`config.mk`:
```
export PLATFORM = sky130hd
export DESIGN_NAME = var_int_encoder_flat
export DESIGN_NICKNAME = d
export VERILOG_FILES = /design/src/rtl/var_int_encoder_if.sv /design/src/rtl/var_int_encoder.sv /design/src/flat_wrapper.sv
export SDC_FILE = /design/constraint.sdc
export NUM_CORES = 1
export LEC_CHECK = 0
export CAP_MARGIN = 20
export CORE_MARGIN = 2
export CORE_UTILIZATION = 47
export DETAILED_ROUTE_END_ITERATION = 10
export MAX_ROUTING_LAYER = met4
export PLACE_DENSITY_LB_ADDON = 0.25
export SLEW_MARGIN = 10
export SYNTH_ARGS = -nofsm -noshare
export SYNTH_HDL_FRONTEND = slang
export SYNTH_SLANG_ARGS = --single-unit
export TNS_END_PERCENT = 20
```
`constraint.sdc`:
```
create_clock -name clk -period 2.1 [get_ports clk]
set_input_delay 0.315 -clock clk [delete_from_list [all_inputs] [get_ports clk]]
set_output_delay 0.315 -clock clk [all_outputs]
set_load 0.1 [all_outputs]
```
`src/rtl/var_int_encoder_if.sv`:
```
// Handshake bundle for the QUIC varint encoder: value input stream and byte output stream.
interface var_int_encoder_if #(
  parameter int unsigned LEN_W = 4
);
  logic             in_valid;
  logic             in_ready;
  logic [63:0]      in_value;
  logic [1:0]       in_len_sel;
  logic             out_valid;
  logic             out_ready;
  logic [7:0]       out_data;
  logic             out_last;
  logic [LEN_W-1:0] len;
  logic             err;

  modport master (
    output in_valid, in_value, in_len_sel, out_ready,
    input  in_ready, out_valid, out_data, out_last, len, err
  );

  modport slave (
    input  in_valid, in_value, in_len_sel, out_ready,
    output in_ready, out_valid, out_data, out_last, len, err
  );
endinterface

```
`src/rtl/var_int_encoder.sv`:
```
// QUIC variable-length integer encoder: one 62-bit value in, 1/2/4/8 bytes out MSB-first.
module var_int_encoder #(
  parameter int unsigned LEN_W = 4
) (
  input  logic              clk,
  input  logic              rst,
  var_int_encoder_if.slave  bus
);

  typedef enum logic {IDLE, SEND} state_t;

  state_t           state_q, state_d;
  logic [63:0]      shift_q, shift_d;
  logic [2:0]       cnt_q, cnt_d;
  logic [LEN_W-1:0] len_q, len_d;
  logic             err_q, err_d;

  logic [1:0]       min_code;
  logic [1:0]       eff_code;
  logic [63:0]      load_shift;
  logic [2:0]       load_cnt;
  logic [LEN_W-1:0] load_len;
  logic             illegal;
  logic             last_xfer;
  logic             in_ready_c;
  logic             accept;

  // Length code of the incoming value: minimal code, raised to the requested one.
  always_comb begin
    min_code = 2'd0;
    if (bus.in_value[61:30] != '0)      min_code = 2'd3;
    else if (bus.in_value[29:14] != '0) min_code = 2'd2;
    else if (bus.in_value[13:6] != '0)  min_code = 2'd1;
    eff_code = (bus.in_len_sel > min_code) ? bus.in_len_sel : min_code;
  end

  // Encoded word left-aligned so the first byte to send sits in the top octet.
  always_comb begin
    load_shift = '0;
    load_cnt   = 3'd0;
    unique case (eff_code)
      2'd0: begin
        load_shift = {2'b00, bus.in_value[5:0], 56'd0};
        load_cnt   = 3'd0;
      end
      2'd1: begin
        load_shift = {2'b01, bus.in_value[13:0], 48'd0};
        load_cnt   = 3'd1;
      end
      2'd2: begin
        load_shift = {2'b10, bus.in_value[29:0], 32'd0};
        load_cnt   = 3'd3;
      end
      default: begin
        load_shift = {2'b11, bus.in_value[61:0]};
        load_cnt   = 3'd7;
      end
    endcase
    load_len = LEN_W'(1) << eff_code;
  end

  assign illegal    = |bus.in_value[63:62];
  assign last_xfer  = (state_q == SEND) && bus.out_ready && (cnt_q == 3'd0);
  assign in_ready_c = !rst && ((state_q == IDLE) || last_xfer);
  assign accept     = bus.in_valid && in_ready_c;

  // Next-state: load on legal accept, shift on non-final transfer, drain to IDLE otherwise.
  always_comb begin
    state_d = state_q;
    shift_d = shift_q;
    cnt_d   = cnt_q;
    len_d   = len_q;
    err_d   = 1'b0;
    unique case (state_q)
      IDLE: begin
        if (accept) begin
          if (illegal) begin
            err_d = 1'b1;
          end else begin
            state_d = SEND;
            shift_d = load_shift;
            cnt_d   = load_cnt;
            len_d   = load_len;
          end
        end
      end
      SEND: begin
        if (bus.out_ready) begin
          if (cnt_q != 3'd0) begin
            shift_d = {shift_q[55:0], 8'd0};
            cnt_d   = cnt_q - 3'd1;
          end else if (accept && !illegal) begin
            shift_d = load_shift;
            cnt_d   = load_cnt;
            len_d   = load_len;
          end else begin
            state_d = IDLE;
            shift_d = '0;
            cnt_d   = 3'd0;
            len_d   = '0;
            err_d   = accept;
          end
        end
      end
      default: state_d = IDLE;
    endcase
  end

  always_ff @(posedge clk or posedge rst) begin
    if (rst) begin
      state_q <= IDLE;
      shift_q <= '0;
      cnt_q   <= 3'd0;
      len_q   <= '0;
      err_q   <= 1'b0;
    end else begin
      state_q <= state_d;
      shift_q <= shift_d;
      cnt_q   <= cnt_d;
      len_q   <= len_d;
      err_q   <= err_d;
    end
  end

  assign bus.in_ready  = in_ready_c;
  assign bus.out_valid = (state_q == SEND);
  assign bus.out_data  = shift_q[63:56];
  assign bus.out_last  = (state_q == SEND) && (cnt_q == 3'd0);
  assign bus.len       = len_q;
  assign bus.err       = err_q;

endmodule

```
`src/flat_wrapper.sv`:
```
// flat-port wrapper written by rule: the top's interface ports become plain ports
module var_int_encoder_flat 
#(
  parameter int unsigned LEN_W = 4
)
  (clk, rst, bus_in_valid, bus_in_value, bus_in_len_sel, bus_out_ready, bus_in_ready, bus_out_valid, bus_out_data, bus_out_last, bus_len, bus_err);
  var_int_encoder_if #(.LEN_W(LEN_W)) bus_i ();
  input  logic clk;
  input  logic rst;
  input wire logic [$bits(bus_i.in_valid)-1:0] bus_in_valid;
  input wire logic [$bits(bus_i.in_value)-1:0] bus_in_value;
  input wire logic [$bits(bus_i.in_len_sel)-1:0] bus_in_len_sel;
  input wire logic [$bits(bus_i.out_ready)-1:0] bus_out_ready;
  output wire logic [$bits(bus_i.in_ready)-1:0] bus_in_ready;
  output wire logic [$bits(bus_i.out_valid)-1:0] bus_out_valid;
  output wire logic [$bits(bus_i.out_data)-1:0] bus_out_data;
  output wire logic [$bits(bus_i.out_last)-1:0] bus_out_last;
  output wire logic [$bits(bus_i.len)-1:0] bus_len;
  output wire logic [$bits(bus_i.err)-1:0] bus_err;
  assign bus_i.in_valid = bus_in_valid;
  assign bus_i.in_value = bus_in_value;
  assign bus_i.in_len_sel = bus_in_len_sel;
  assign bus_i.out_ready = bus_out_ready;
  assign bus_in_ready = bus_i.in_ready;
  assign bus_out_valid = bus_i.out_valid;
  assign bus_out_data = bus_i.out_data;
  assign bus_out_last = bus_i.out_last;
  assign bus_len = bus_i.len;
  assign bus_err = bus_i.err;
  var_int_encoder #(.LEN_W(LEN_W)) u_core (.clk(clk), .rst(rst), .bus(bus_i));
endmodule
```
======== After elaboration in Yosys (flattened, before gate mapping) ========
Cells that the tools add are included.
storage, ports and cells
  memories kept ........................... 0
  input port bits ......................... 70
  bits in latches ......................... 0
  memory bits (read-only) ................. 0
  memory bits (writable) .................. 0
  register bits after elaboration ......... 73
  word-level logic and storage cells ...... 69
  output and inout bits ................... 16
operators by class
  order comparisons ....................... 1
  divide/modulo/power cells ............... 0
  equal/unequal tests ..................... 6
  shift-type cells ........................ 1
  multiply operators ...................... 0
  mux-type cells .......................... 36
  add/subtract/negate cells ............... 1
  bitwise gates (word level) .............. 1
  reductions and logical operators ........ 18
operators by type and width
  cell                   count
  $mux W64               5
  $pmux W64 S3           1
  $pmux W64 S2           1
  $reduce_bool A32 Y1    1
  $mux W4                5
  $reduce_bool A16 Y1    1
  $mux W3                5
  $mux W1                11
  $pmux W3 S3            1
  $pmux W4 S2            1
  $reduce_bool A8 Y1     1
  $logic_and A1 B1 Y1    6
  $mux W2                3
  $ne A2 B2 Y1 const B   3
  $pmux W3 S2            1
  $pmux W1 S2            2
  $reduce_and A4 Y1      1
  $shl A1 B2 Y4 const A  1
  $logic_not A3 Y1       1
  $reduce_and A3 Y1      1
  $reduce_bool A3 Y1     1
  $sub A3 B1 Y3 const B  1
  $eq A2 B1 Y1 const B   1
  $eq A2 B2 Y1 const B   1
  7 further kinds        8

======== Depth between registers and ports, before layout ========
  word-level depth ........................ 12
  mapped depth ............................ 14
  mapped depth without buffers ............ 12

======== Worst setup path before layout ========
No wires, ideal clock.
  path kind ............................... reg2reg
  from .................................... reg u_core.state_q, in the netlist u_core.bus.out_valid
  to ...................................... reg u_core.shift_q[49]
  setup slack ............................. -2.135 ns
  clock period less this slack ............ 4.235 ns
  buffers on the path ..................... 3
  arrival ................................. 4.115 ns
  data required time ...................... 1.980 ns
  setup time .............................. 0.120 ns
  stages on the path, launching flop included .. 9
  path through ............................ dfrtp_1 -> clkbuf_1 -> a21oi_1 -> nand3_1 -> o21ai_0 -> clkbuf_1 -> buf_1 -> nand3_1 -> o211a_1
on the way
  cells in the longest elaborated chain, start to end .. 10
  elaborated cells on any way between the ends .. 15
  classes of those cells .................. eq/ne: 3; mux: 4; bitwise: 1; reduce/logical: 7
ends and longest elaborated chain
  what                              line                    RTL
  start: declaration                var_int_encoder.sv:12   state_t state_q, state_d;
  start signal: assignment          var_int_encoder.sv:117  state_q <= state_d;
  $logic_and A1 B1 Y1 (2 in a row)  var_int_encoder.sv:63   assign last_xfer = (state_q == SEND) && bus.out_ready && (cnt_q == 3'd0);
  $logic_or A1 B1 Y1 (*)            var_int_encoder.sv:64   assign in_ready_c = !rst && ((state_q == IDLE) || last_xfer);
  $logic_and A1 B1 Y1 (*)           var_int_encoder.sv:64
  named net bus_in_ready            flat_wrapper.sv:14      output wire logic [$bits(bus_i.in_ready)-1:0] bus_in_ready;
  $logic_and A1 B1 Y1 (*)           var_int_encoder.sv:65   assign accept = bus.in_valid && in_ready_c;
  $logic_and A1 B1 Y1               var_int_encoder.sv:92   end else if (accept && !illegal) begin
  $mux W64                          var_int_encoder.sv:92
  $mux W64                          var_int_encoder.sv:89   if (cnt_q != 3'd0) begin
  $mux W64                          var_int_encoder.sv:88   if (bus.out_ready) begin
  $pmux W64 S2                      var_int_encoder.sv:74   unique case (state_q)
  end signal: assignment            var_int_encoder.sv:118  shift_q <= shift_d;
  end: declaration                  var_int_encoder.sv:13   logic [63:0] shift_q, shift_d;
Mark *: on every way through the listed nets, which the timed path passes. The rest lies on a longest branch. The select of a mux whose other input is x is not followed.
A chain may end at the register's enable or synchronous reset.

======== Final worst setup path ========
  from .................................... in bus_in_value[6]
  to ...................................... reg u_core.shift_q[47]
on the way
  cells in the longest elaborated chain, start to end .. 12
  elaborated cells on any way between the ends .. 16
  classes of those cells .................. order compare: 1; eq/ne: 2; mux: 11; reduce/logical: 2
ends and longest elaborated chain
  what                                  line                   RTL
  start: declaration                    flat_wrapper.sv:11     input wire logic [$bits(bus_i.in_value)-1:0] bus_in_value;
  $reduce_bool A8 Y1 (*)                var_int_encoder.sv:33  else if (bus.in_value[13:6] != '0) min_code = 2'd1;
  $mux W1 (*)                           var_int_encoder.sv:33
  $mux W2 (*)                           var_int_encoder.sv:32  else if (bus.in_value[29:14] != '0) min_code = 2'd2;
  $mux W2 (*)                           var_int_encoder.sv:31  if (bus.in_value[61:30] != '0) min_code = 2'd3;
  $gt A2 B2 Y1                          var_int_encoder.sv:34  eff_code = (bus.in_len_sel > min_code) ? bus.in_len_sel : min_code;
  $mux W2 (*)                           var_int_encoder.sv:34
  $eq A2 B2 Y1 (tied with other cells)  var_int_encoder.sv:41  unique case (eff_code)
  $pmux W64 S3 (*)                      var_int_encoder.sv:41
  $mux W64                              var_int_encoder.sv:92
  $mux W64                              var_int_encoder.sv:89
  $mux W64                              var_int_encoder.sv:88
  $pmux W64 S2 (*)                      var_int_encoder.sv:74
Mark *: on every way between the ends. The rest lies on a longest branch, timed or not. The select of a mux whose other input is x is not followed.

==> metrics.md <==
| Metric | Value |
|---|---|
| Failing checks | setup timing |
| Mapped cell area | 4190 um^2 |
| All-Layer GR Usage | 33.2% |
| Net count, final | ~690 |
| Count leader, synth | nor2_1 |
| Final setup violation count | 70 |
| CP Capture Type | flop |
| Ys Warns | 0 |
| Register area share after synthesis | 43.6% |
| Yosys reg bits | 73 |
| Syn Nets | 512 |
| Gpl congestion | 0.916 |
| Hold Crit Class | in -> reg |
| Worst Tran Pin Value | between 1 and 1.5 ns |
| CP max FO | 6 |
| Fin Setup TNS | -28.23 ns |
| Root Driver | clkbuf_8 |
| Core Region | 8680 um^2 |
| Die Y | 98.4 um |
| Worst Path Required | 2.37 ns |
| Top delay family on crit path | simple AND/OR/NAND/NOR gates |
| DRC errors left | 0 |
| Max Clock Skew | 0.0157 ns |
| Worst path cell trace | buf_2, or4_4, nor2_4, o211ai_2, ha_1, inv_1, o22ai_2, mux2_4, nor3_4, buf_6, buf_12, a221oi_4, a21oi_1 |
| CTS tree | built |
| Area taken by multi-input logic gates | between 2000 and 2500 um^2 |
| Die Width | between 90 and 100 um |
| Syn Area/Cell | 9.58 um^2 |
| Final period utilization | 128% |
| Min cycle time layout | 2.69 ns |
| Number of flops mapped to enable cells by yosys | 0 |
| Slew headroom | roughly a third |
| Asr flop ratio synth | between 90% and 100% |
| Synth area leader | dfrtp_1 |
| Hold_buf cts | 0 |
| Power density cells | 1310 nW/um^2 |
| Cts bufs inserted | 9 |
| Seq. cell area | 1830 um^2 |
| Max-slew violation count | 0 |
| RSZ-0062 raised after global routing | yes |
| Grt total ovfl | 0 |
| Clock slew at reported path FFs | about 0.090 ns |
| H-Tree Level Count | 3 |
| Setup WS post-layout | -0.589 ns |
| VDD IR max | 0.000584 V |
| Syn-to-layout area delta | 52.3% |
| Worst setup path class | in -> reg |
| Port Buffers | 85 |
| P_leak | 2.87 nW |
| Startpoint types | primary input |
| Initial antenna violation count | 0 |
| Data arrival time at the worst-slack endpoint | 2.96 ns |
| Vias in the first global route | 4624 |
| N_diodes | 0 |
| Post-Syn Instances | 437 |
| Status | complete, but fails checks |
| Share of cells above drive strength 1 | between 40% and 50% |
| DRT antenna net count | 0 |
| Insertion delay to the later sink of the worst-skew pair | 0.37 ns |
| CTS max path bufs | 2 |
| Fill cells | 620 |
| Vias post-DR | 4469 |
| CP bufs+invs | 4 |
| FP Rows | 34 |
| Largest net degree at the start of global routing | 74 |
| Final Cell Area | 6380 um^2 |
| Io pins | 86 |
| Top cells by area, synth | dfrtp_1 (44%), a221oi_2 (7.5%), nor2_1 (7.3%) |
| Clock sink count | between 70 and 80 |
| Top cells by count, synth | nor2_1 (81), dfrtp_1 (73), nand2_1 (35) |
| Drt initial violations | between 300 and 400 |
| Netlist cell types | 46 |
| Vias/cell | a little over 6 |
| Final wirelength | about 16 mm |
| Dominant synthesized flop cell | dfrtp_1 |
| Dpl cell area | 5970 um^2 |
| Die Area | 9680 um^2 |
| Endpoints failing hold | 0 |
| Starting Density | roughly 48% |
| Hpwl dp | 10.8 mm |
| Drt wl/cell | 21.6 um |
| Fmax | approximately 0.37 GHz |
| DRT Pass-1 Iters | 5 |
| Crit-path slowest cell | or4_4 |
| Top cell type's share of synthesized area | 43.6% |
| Global-route wire length before repair | 23.9 mm |
| Delay of the slowest critical-path stage | 0.52 ns |
| Maxcap violations | 0 |
==> worst reg2reg max path: cells and delay by family, from the launching register on <==
family                   cells  cell delay (ns)
flip-flops                   1             0.37
AND/OR/NAND/NOR              1             0.11
adder cells (fa/ha/maj)      1             0.18
buffers and inverters        3             0.59
AO/OA/AOI/OAI                4             1.17
==> cells in the final DEF, fill, tap and decap left out, drive strengths merged, types with 6 or more instances in the layout <==
cell           Yosys  layout
a211o              6       6
a21oi             33      33
a221oi            41      41
a22o               8       8
buf               26     164
clkbuf            18      22
clkdlybuf4s15      0      11
clkdlybuf4s50      0      13
dfrtp             73      73
inv                8      11
mux2i             14      14
nand2             35      35
nand3             17      17
nor2              81      81
nor3               9       9
nor4              12      12
o2111ai            8       8
o211a              8       8
o21ai             11      11
==> path summary, 6_finish.rpt <==
| kind | start | endpoint | slack, ns | cells past startpoint |
|---|---|---|---|---|
| max | bus_in_value[6] | u_core.shift_q[47]$_DFFE_PP0P_ | -0.59 | 13 |
| min | bus_in_value[7] | u_core.shift_q[7]$_DFFE_PP0P_ | 0.30 | 3 |
| max reg2reg | u_core.cnt_q[0]$_DFFE_PP0P_ | u_core.shift_q[60]$_DFFE_PP0P_ | -0.40 | 9 |
| min reg2reg | u_core.bus.len[0]$_DFFE_PP0P_ | u_core.bus.len[0]$_DFFE_PP0P_ | 0.49 | 2 |
| max in group asynchronous | rst | u_core.shift_q[14]$_DFFE_PP0P_ | 1.28 | 4 |
| min in group asynchronous | rst | u_core.bus.out_valid$_DFF_PP0_ | 0.48 | 4 |
==> power by group <==
group / switching, mW / internal (mW)
sequential: 0.545 / 2.08
clock: 0.624 / 0.598
combinational: 2.81 / 1.70
total: 3.98 / 4.39
==> per-layer routing <==
| metal | vias to the layer above | track usage, % | share of wire [%] |
|---|---|---|---|
| li1 | 1967 | - | - |
| met1 | 2180 | 39.8 | 38 |
| met3 | 66 | 6.59 | 8.2 |
| met5 | - | - | 0 |
| met4 | 0 | 18.1 | 5.4 |
| met2 | 256 | 52.7 | 48 |
==> final cells by class <==
cell class                 instances  area share [%]
sequential                        73            28.7
clock inverter                     6            1.16
inverter                           8           0.471
tap                              108            2.12
multi-input combinational        315            39.0
timing repair buffer             205            26.5
clock buffer                      10            2.16
==> cells by family after synthesis <==
group,after synthesis,synth area share [%]
and+or+nand+nor,166,17.7
AOI/OAI and AO/OA,125,26.2
DFF,73,43.6
buffers and inverters,52,6.97
muxes,16,3.98
adders and majority gates,5,1.49
==> sequential cells by signal, indices dropped and copies added (netlist names) <==
signal	flops
u_core.bus.len	4
u_core.bus.out_valid	1
u_core.bus.err	1
u_core.shift_q	64
u_core.cnt_q	3
==> per-stage QoR <==
step | total power [mW] | setup WS [ns] | util [%] | instances | hold slack (ns)
global placement | 6.73 | -1.32 | 68.8 | 705 | 0.464
finish | 8.37 | -0.589 | 73.5 | 725 | 0.299
CTS | 8.14 | -0.475 | 72.6 | 723 | 0.328
detailed placement | 6.86 | -1.43 | 68.8 | 705 | 0.469
floorplan | 5.52 | -0.670 | - | 437 | 0.423
global route | 8.76 | -0.663 | 73.5 | 725 | 0.299
==> what timing repair did <==
action | CTS | global route
endpoints found under the setup margin | 71 | 72
gates cloned | 2 | 2
buffers inserted | 5 | 2
gates resized for setup | 201 | 50
pin swaps | 37 | 30
Power figures use the tool's default switching activity.
